===== config.mk =====
export PLATFORM = sky130hd
export DESIGN_NAME = key_event
export DESIGN_NICKNAME = d
export VERILOG_FILES = /design/src/rtl/key_event.sv
export SDC_FILE = /design/constraint.sdc
export NUM_CORES = 1
export LEC_CHECK = 0
export CORE_MARGIN = 1.5
export CORE_UTILIZATION = 36
export CTS_CLUSTER_SIZE = 10
export DETAILED_ROUTE_END_ITERATION = 10
export HOLD_SLACK_MARGIN = 0.03
export PLACE_DENSITY = 0.54
export SETUP_SLACK_MARGIN = 0.02
export SYNTH_ARGS = -nofsm -noshare
export SYNTH_HDL_FRONTEND = slang
export SYNTH_SLANG_ARGS = --single-unit
export TNS_END_PERCENT = 5

===== constraint.sdc =====
create_clock -name clk -period 2.9 [get_ports clk]
set_input_delay 0.58 -clock clk [delete_from_list [all_inputs] [get_ports clk]]
set_output_delay 0.58 -clock clk [all_outputs]
set_load 0.02 [all_outputs]

===== src/rtl/key_event.sv =====
`default_nettype none
// ============================================================================
// Module  : key_event
// Brief   : Turns a debounced button level into press, release, long-press,
//           hold and auto-repeat events, plus a wrapping event counter.
// Revision: 1.0  initial release
// ============================================================================
module key_event #(
  parameter int LONG_CYC = 50_000_000,
  parameter int REP_CYC  = 10_000_000,
  parameter int CNT_W    = 27,
  parameter int EVT_W    = 8
) (
  input  logic             clk,
  input  logic             rst,
  input  logic             x,
  output logic             press,
  output logic             release_pulse,
  output logic             long,
  output logic             hold,
  output logic             rpt,
  output logic [EVT_W-1:0] evt_cnt
);

  localparam logic [1:0] ST_IDLE = 2'd0;
  localparam logic [1:0] ST_DOWN = 2'd1;
  localparam logic [1:0] ST_HOLD = 2'd2;

  localparam logic [CNT_W-1:0] LONG_LAST = CNT_W'(LONG_CYC - 1);
  localparam logic [CNT_W-1:0] REP_LAST  = CNT_W'(REP_CYC - 1);

  logic [1:0]       state;
  logic [CNT_W-1:0] cnt;

  always_ff @(posedge clk) begin
    if (rst) begin
      state         <= ST_IDLE;
      cnt           <= '0;
      press         <= 1'b0;
      release_pulse <= 1'b0;
      long          <= 1'b0;
      hold          <= 1'b0;
      rpt           <= 1'b0;
      evt_cnt       <= '0;
    end else begin
      press         <= 1'b0;
      release_pulse <= 1'b0;
      long          <= 1'b0;
      rpt           <= 1'b0;

      case (state)
        ST_IDLE: begin
          if (x) begin
            press   <= 1'b1;
            cnt     <= '0;
            evt_cnt <= evt_cnt + EVT_W'(1);
            state   <= ST_DOWN;
          end
        end

        // Release is checked first so it wins over the long threshold.
        ST_DOWN: begin
          if (!x) begin
            release_pulse <= 1'b1;
            cnt           <= '0;
            state         <= ST_IDLE;
          end else if (cnt == LONG_LAST) begin
            long  <= 1'b1;
            hold  <= 1'b1;
            cnt   <= '0;
            state <= ST_HOLD;
          end else begin
            cnt <= cnt + CNT_W'(1);
          end
        end

        ST_HOLD: begin
          if (!x) begin
            release_pulse <= 1'b1;
            hold          <= 1'b0;
            cnt           <= '0;
            state         <= ST_IDLE;
          end else if (cnt == REP_LAST) begin
            rpt     <= 1'b1;
            evt_cnt <= evt_cnt + EVT_W'(1);
            cnt     <= '0;
          end else begin
            cnt <= cnt + CNT_W'(1);
          end
        end

        default: begin
          hold  <= 1'b0;
          cnt   <= '0;
          state <= ST_IDLE;
        end
      endcase
    end
  end

endmodule
`default_nettype wire

==> results.cfg, run 1 <==
[status]
outcome = completed

[critical_path]
worstSetupEndpointType = flip-flop
critical_path.cell_chain = or4_1 > or4_4 > o2111ai_1 > a21oi_2 > buf_4 > a41oi_1 > a31oi_1
path_class = reg2reg
worstPathRequired_ns = 3.06
cp_slowest_stage_delay_ns = 0.59
reg2reg_slack_ns = 0.35
ff2ff_path_depth = 7
arrival_ns = 2.71
r2r_start = cnt[8]
cp_slowest_cell = or4_4
cp_top_family = simple AND/OR/NAND/NOR gates
start_kind = flip-flop
r2r-end = cnt[18]
crit_fanout = 33
critical_path_buf_inv_count = 1

[routing]
drtPass1Iterations = 5
routed-via-count = 1997
drtAntennaViolNets = 0
dr.first_iter.drc_count = 134
drt-wirelength-per-cell_um = 15.3
avgViaCountPerCell = 5.58
wl_mm = 5.47
drc = 0

[global_route]
grt_overflow_total = 0
grt_max_degree = 34
grt_pass1_vias = 1873
grt_use_total_pct = 18.2
grt_pass1_wl_mm = 9.29
antenna_found_initial = 0

[yosys]
syn_area_per_cell_um2 = 8.14
synth.top_cell.area_share_pct = 38.0
yosysUniqueCellTypes = 41
synthTopCellsByArea = dfxtp_1 (38%), nor2_1 (5.3%), nand2_1 (4.7%), a31oi_1 (4.5%), nand4_1 (4.2%)
synth_cells = 272
synth_edf_count = 0
synthFlopType = dfxtp_1
syn-num-nets = 280
synth_most_common_cell = dfxtp_1
synth.cell_area_mm2 = 0.00221
synth_top_area_cell = dfxtp_1
postSynth.asyncResetShare_pct = 0
netlist_top_cells_count = dfxtp_1 (42), nor2_1 (31), nand2_1 (28), nand3_1 (17), a31oi_1 (16)
synth_seq_cells = 42
yosys_warnings = 0
ys_seq_area_share_pct = 38.0

[clocking]
ctsHoldBuffers = 0
cts_tree = built
cts_buffer_depth = 2
cts_buffers = 5
post_cts_resized = 0
cts_root_buf = clkbuf_8
h-tree-depth = 2
clock_latency_ns = 0.30
clk_pin_slew_worst_paths_ns = 0.08
clkSinkCount = 42
postCtsSetupBuffers = 0

[die]
dieArea_mm2 = 0.00663
die_h_um = 81.4
std_cell_rows = 28
io_pins = 16
die_w_um = 81.4
core-area_mm2 = 0.00592
initial_core_util_pct = 37.4

[timing]
setup_viol = 0
clock_skew_ns = 0.00695
fmax_mhz = 392
finalHoldViolations = 0
slew_viol_final = 0
tightest_slew_ns = 0.563
relSlewSlack_pct = 62.2
tns_ns = 0
rsz0062_at_grt = no
period_needed_ns = 2.55
fin_crit_sh_pct = 88.0

[power]
sw_frac_of_total_pct = 23.5
vdd_drop_max_mv = 0.250
powerDensity_mw_per_mm2 = 451
p_sw_uw = 269
pwr-share-comb_pct = 8.1
p_clk_share_pct = 40.3
p_leak_nw = 0.847
power.internal_uw = 877
p_seq_share_pct = 51.6

[cells_and_area]
multi_input_area_mm2 = 0.00129
nets = 290
drive_above_1_share_pct = 6.36
antenna_cells = 0
seq_area_um2 = 841
fillers = 609
fin_util_pct = 42.9
area_growth_pct = 14.8

[flow_run]
max-cap-violations = 0

[min_path]
worstHoldPathType = reg2reg
min_to = cnt[24]
hold_depth = 1
hp-start = cnt[24]

[placement]
portBuffers = 15
place_hpwl_mm = 3.92
gp_congestion = 0.852
## how the worst max path moves through the flow
stage	from	slack [ns]	cells after the start	end
final	cnt[8]	0.35	7	cnt[18]
after CTS	cnt[8]	0.36	7	cnt[18]
after global placement	cnt[8]	0.43	7	cnt[18]
after detailed placement	cnt[8]	0.38	7	cnt[18]
after global routing	cnt[8]	0.19	7	cnt[8]
after floorplan	cnt[8]	0.58	7	cnt[5]
## worst reg2reg max path, stage by stage (launching register included)
cell and delay (ns):
dfxtp_1 0.35, or4_1 0.55, or4_4 0.59, o2111ai_1 0.31, a21oi_2 0.09, buf_4 0.24
a41oi_1 0.23, a31oi_1 0.06
## metrics by stage
step                hold WS [ns]  instances  worst slack [ns]  cell area, um^2  power, mW
finish                     0.492        358             0.349             2540       1.15
global placement           0.476        350             0.430             2430      0.699
global route               0.546        358             0.190             2540       1.20
floorplan                  0.448        272             0.577             2210      0.666
CTS                        0.500        358             0.365             2540       1.16
detailed placement         0.485        350             0.384             2430      0.698
## cells in the final DEF, fill, tap and decap left out, types with 5 or more instances in the layout
cell              n
a21oi_1          12
a22oi_1           6
a31oi_1          16
buf_4             5
clkbuf_8          5
clkdlybuf4s50_1  15
dfxtp_1          42
ha_1              5
mux2i_1           5
nand2_1          28
nand3_1          17
nand4_1          15
nor2_1           31
nor3_1            5
o21ai_0           6
xnor2_1           7
xor2_1           10
## state kept, by name, summed over array words and instances (netlist names)
register       cells
rpt                1
hold               1
long               1
state              2
cnt               27
evt_cnt            8
release_pulse      1
press              1
## layer usage
metal	up-vias	wire [um]	global-route usage, %
met4	0	71	6.55
met5	-	0	0
met1	933	2770	26.4
met2	45	2380	26.4
li1	1012	-	-
met3	7	240	3.44
## area by class of cell
class | count | share of cell area (%)
clock buffers | 6 | 2.85
repair buffers | 20 | 7.38
multi-input cells | 209 | 50.9
flip-flops and latches | 42 | 33.1
well taps | 75 | 3.69
inverters | 4 | 0.591
clock inverters | 2 | 1.48
## logic make-up after synthesis
group	count (synthesis)	synth area share (%)
AO/OA/AOI/OAI	52	16.0
buffers and inverters	21	3.73
adder cells (fa/ha/maj)	5	2.82
multiplexers	5	2.26
flip-flops	42	38.0
XOR/XNOR	17	6.72
AND/OR/NAND/NOR	130	30.5
## power by group through the flow
stage	combinational (mW)	clock [mW]	sequential (mW)
final	0.0923	0.462	0.591
after global routing	0.103	0.504	0.593
after CTS	0.0934	0.479	0.592
after detailed placement	0.0929	0	0.605
after global placement	0.0934	0	0.605
after floorplan	0.0561	0	0.610
Power figures use the tool's default switching activity.
==> inputs of run 2 (changes only) <==
--- a/config.mk
+++ b/config.mk
@@ -6,11 +6,12 @@
 export NUM_CORES = 1
 export LEC_CHECK = 0
 export CORE_MARGIN = 1.5
-export CORE_UTILIZATION = 36
+export CORE_UTILIZATION = 50
+export CTS_CLUSTER_DIAMETER = 80
 export CTS_CLUSTER_SIZE = 10
 export DETAILED_ROUTE_END_ITERATION = 10
 export HOLD_SLACK_MARGIN = 0.03
-export PLACE_DENSITY = 0.54
+export PLACE_DENSITY = 0.71
 export SETUP_SLACK_MARGIN = 0.02
 export SYNTH_ARGS = -nofsm -noshare
 export SYNTH_HDL_FRONTEND = slang
==> results.cfg, run 2 (synthesis gave the netlist of run 1 again) <==
[clocking]
post_cts_resized = 0
cts_tree = built
cts_buffers = 5
cts_root_buf = clkbuf_8
clock_latency_ns = 0.30
ctsHoldBuffers = 0
cts_buffer_depth = 2
postCtsSetupBuffers = 0
clk_pin_slew_worst_paths_ns = 0.08
clkSinkCount = 42
h-tree-depth = 2

[global_route]
grt_use_total_pct = 21.8
grt_overflow_total = 0
grt_pass1_vias = 1822
grt_max_degree = 21
grt_pass1_wl_mm = 8.58
antenna_found_initial = 0

[die]
initial_core_util_pct = 51.6
die_h_um = 69.6
core-area_mm2 = 0.00429
dieArea_mm2 = 0.00484
die_w_um = 69.6
std_cell_rows = 24
io_pins = 16

[cells_and_area]
top_regs = cnt: 27 flops, evt_cnt: 8 flops, state: 2 flops
final_common_cell = dfxtp_1
nets = 291
largest_reg_flops = 27
instances_no_fill = 336
final_cell_mix = dfxtp_1 (42), nor2_1 (31), nand2_1 (28)
antenna_cells = 0
fillers = 404
largest_register = cnt
drive_above_1_share_pct = 7.04
area_growth_pct = 13.1

[routing]
drc = 0
wl_mm = 5.08
dr.first_iter.drc_count = 238
drtAntennaViolNets = 0
avgViaCountPerCell = 6.00
drtPass1Iterations = 4
routed-via-count = 2017
drt-wirelength-per-cell_um = 15.1

[critical_path]
critical_path.cell_chain = or4_1 > or4_4 > o2111ai_1 > a21oi_2 > buf_4 > a41oi_1 > a31oi_1
worstPathRequired_ns = 3.07
cp_top_family = simple AND/OR/NAND/NOR gates
r2r-end = cnt[18]
cp_slowest_cell = or4_4
cp_slowest_stage_delay_ns = 0.59
crit_fanout = 20
critical_path_buf_inv_count = 1
start_kind = flip-flop
worstSetupEndpointType = flip-flop
startpoint = cnt[8]
r2r_start = cnt[8]
ff2ff_path_depth = 7
arrival_ns = 2.85
reg2reg_slack_ns = 0.23
path_class = reg2reg

[min_path]
min_to = cnt[26]
hp-start = cnt[26]
worstHoldPathType = reg2reg
hold_depth = 2

[timing]
period_needed_ns = 2.67
tightest_slew_ns = 0.602
setup_viol = 0
fmax_mhz = 374
tns_ns = 0
fin_crit_sh_pct = 92.2
clock_skew_ns = 0.00516
finalHoldViolations = 0
rsz0062_at_grt = no
slew_viol_final = 0
relSlewSlack_pct = 59.9

[power]
vdd_drop_max_mv = 0.236
powerDensity_mw_per_mm2 = 430
p_leak_nw = 0.846

[flow_run]
max-cap-violations = 0

[status]
outcome = completed

[placement]
gp_congestion = 0.941
dp_cells = 328
place_hpwl_mm = 3.73
portBuffers = 15
[run 2: worst reg2reg max path, delay by kind of cell, from the launching register on]
| kind | cells | cell delay (ns) |
|---|---|---|
| AOI/OAI and AO/OA | 4 | 0.79 |
| buffers and inverters | 1 | 0.27 |
| DFF | 1 | 0.35 |
| and+or+nand+nor | 2 | 1.14 |
[run 2: metal layers]
| layer | track usage [%] | vias up | share of wire (%) | wire length (um) |
|---|---|---|---|---|
| li1 | - | 1012 | - | - |
| met1 | 29.9 | 927 | 48 | 2440 |
| met2 | 33.5 | 68 | 45 | 2280 |
| met3 | 4.80 | 10 | 5.3 | 268 |
| met4 | 8.28 | 0 | 1.9 | 97 |
| met5 | 0 | - | 0 | 0 |
[run 2: cell type report]
type / instances / area, um^2 / share of cell area (%)
clock buffer: 5 / 68.8 / 2.75
clock inverter: 3 / 25.0 / 0.999
inverter: 4 / 15.0 / 0.599
multi-input combinational: 209 / 1290 / 51.7
sequential: 42 / 841 / 33.6
tap: 52 / 65.1 / 2.60
timing repair buffer: 21 / 195 / 7.79
[run 2: power by group]
part / total (mW) / switching, mW / internal, mW
clock network: 0.391 / 0.218 / 0.174
logic: 0.0940 / 0.0570 / 0.0371
registers: 0.591 / 0.00655 / 0.584
total: 1.08 / 0.281 / 0.795
[run 2: stage by stage]
stage	setup WS (ns)	hold slack (ns)	utilization, %	total power [mW]	instance area, um^2
finish	0.227	0.498	58.3	1.08	2500
global route	0.0676	0.537	58.3	1.12	2500
CTS	0.245	0.501	58.3	1.09	2500
detailed placement	0.266	0.482	56.1	0.698	2410
global placement	0.327	0.467	56.1	0.697	2410
floorplan	0.577	0.448	-	0.666	2210
[run 2: how the worst max path moves through the flow]
stage | to | slack (ns) | depth (start not counted)
finish | cnt[18] | 0.23 | 7
global route | cnt[18] | 0.07 | 7
CTS | cnt[18] | 0.25 | 7
detailed placement | cnt[18] | 0.27 | 7
global placement | cnt[18] | 0.33 | 7
floorplan | cnt[5] | 0.58 | 7
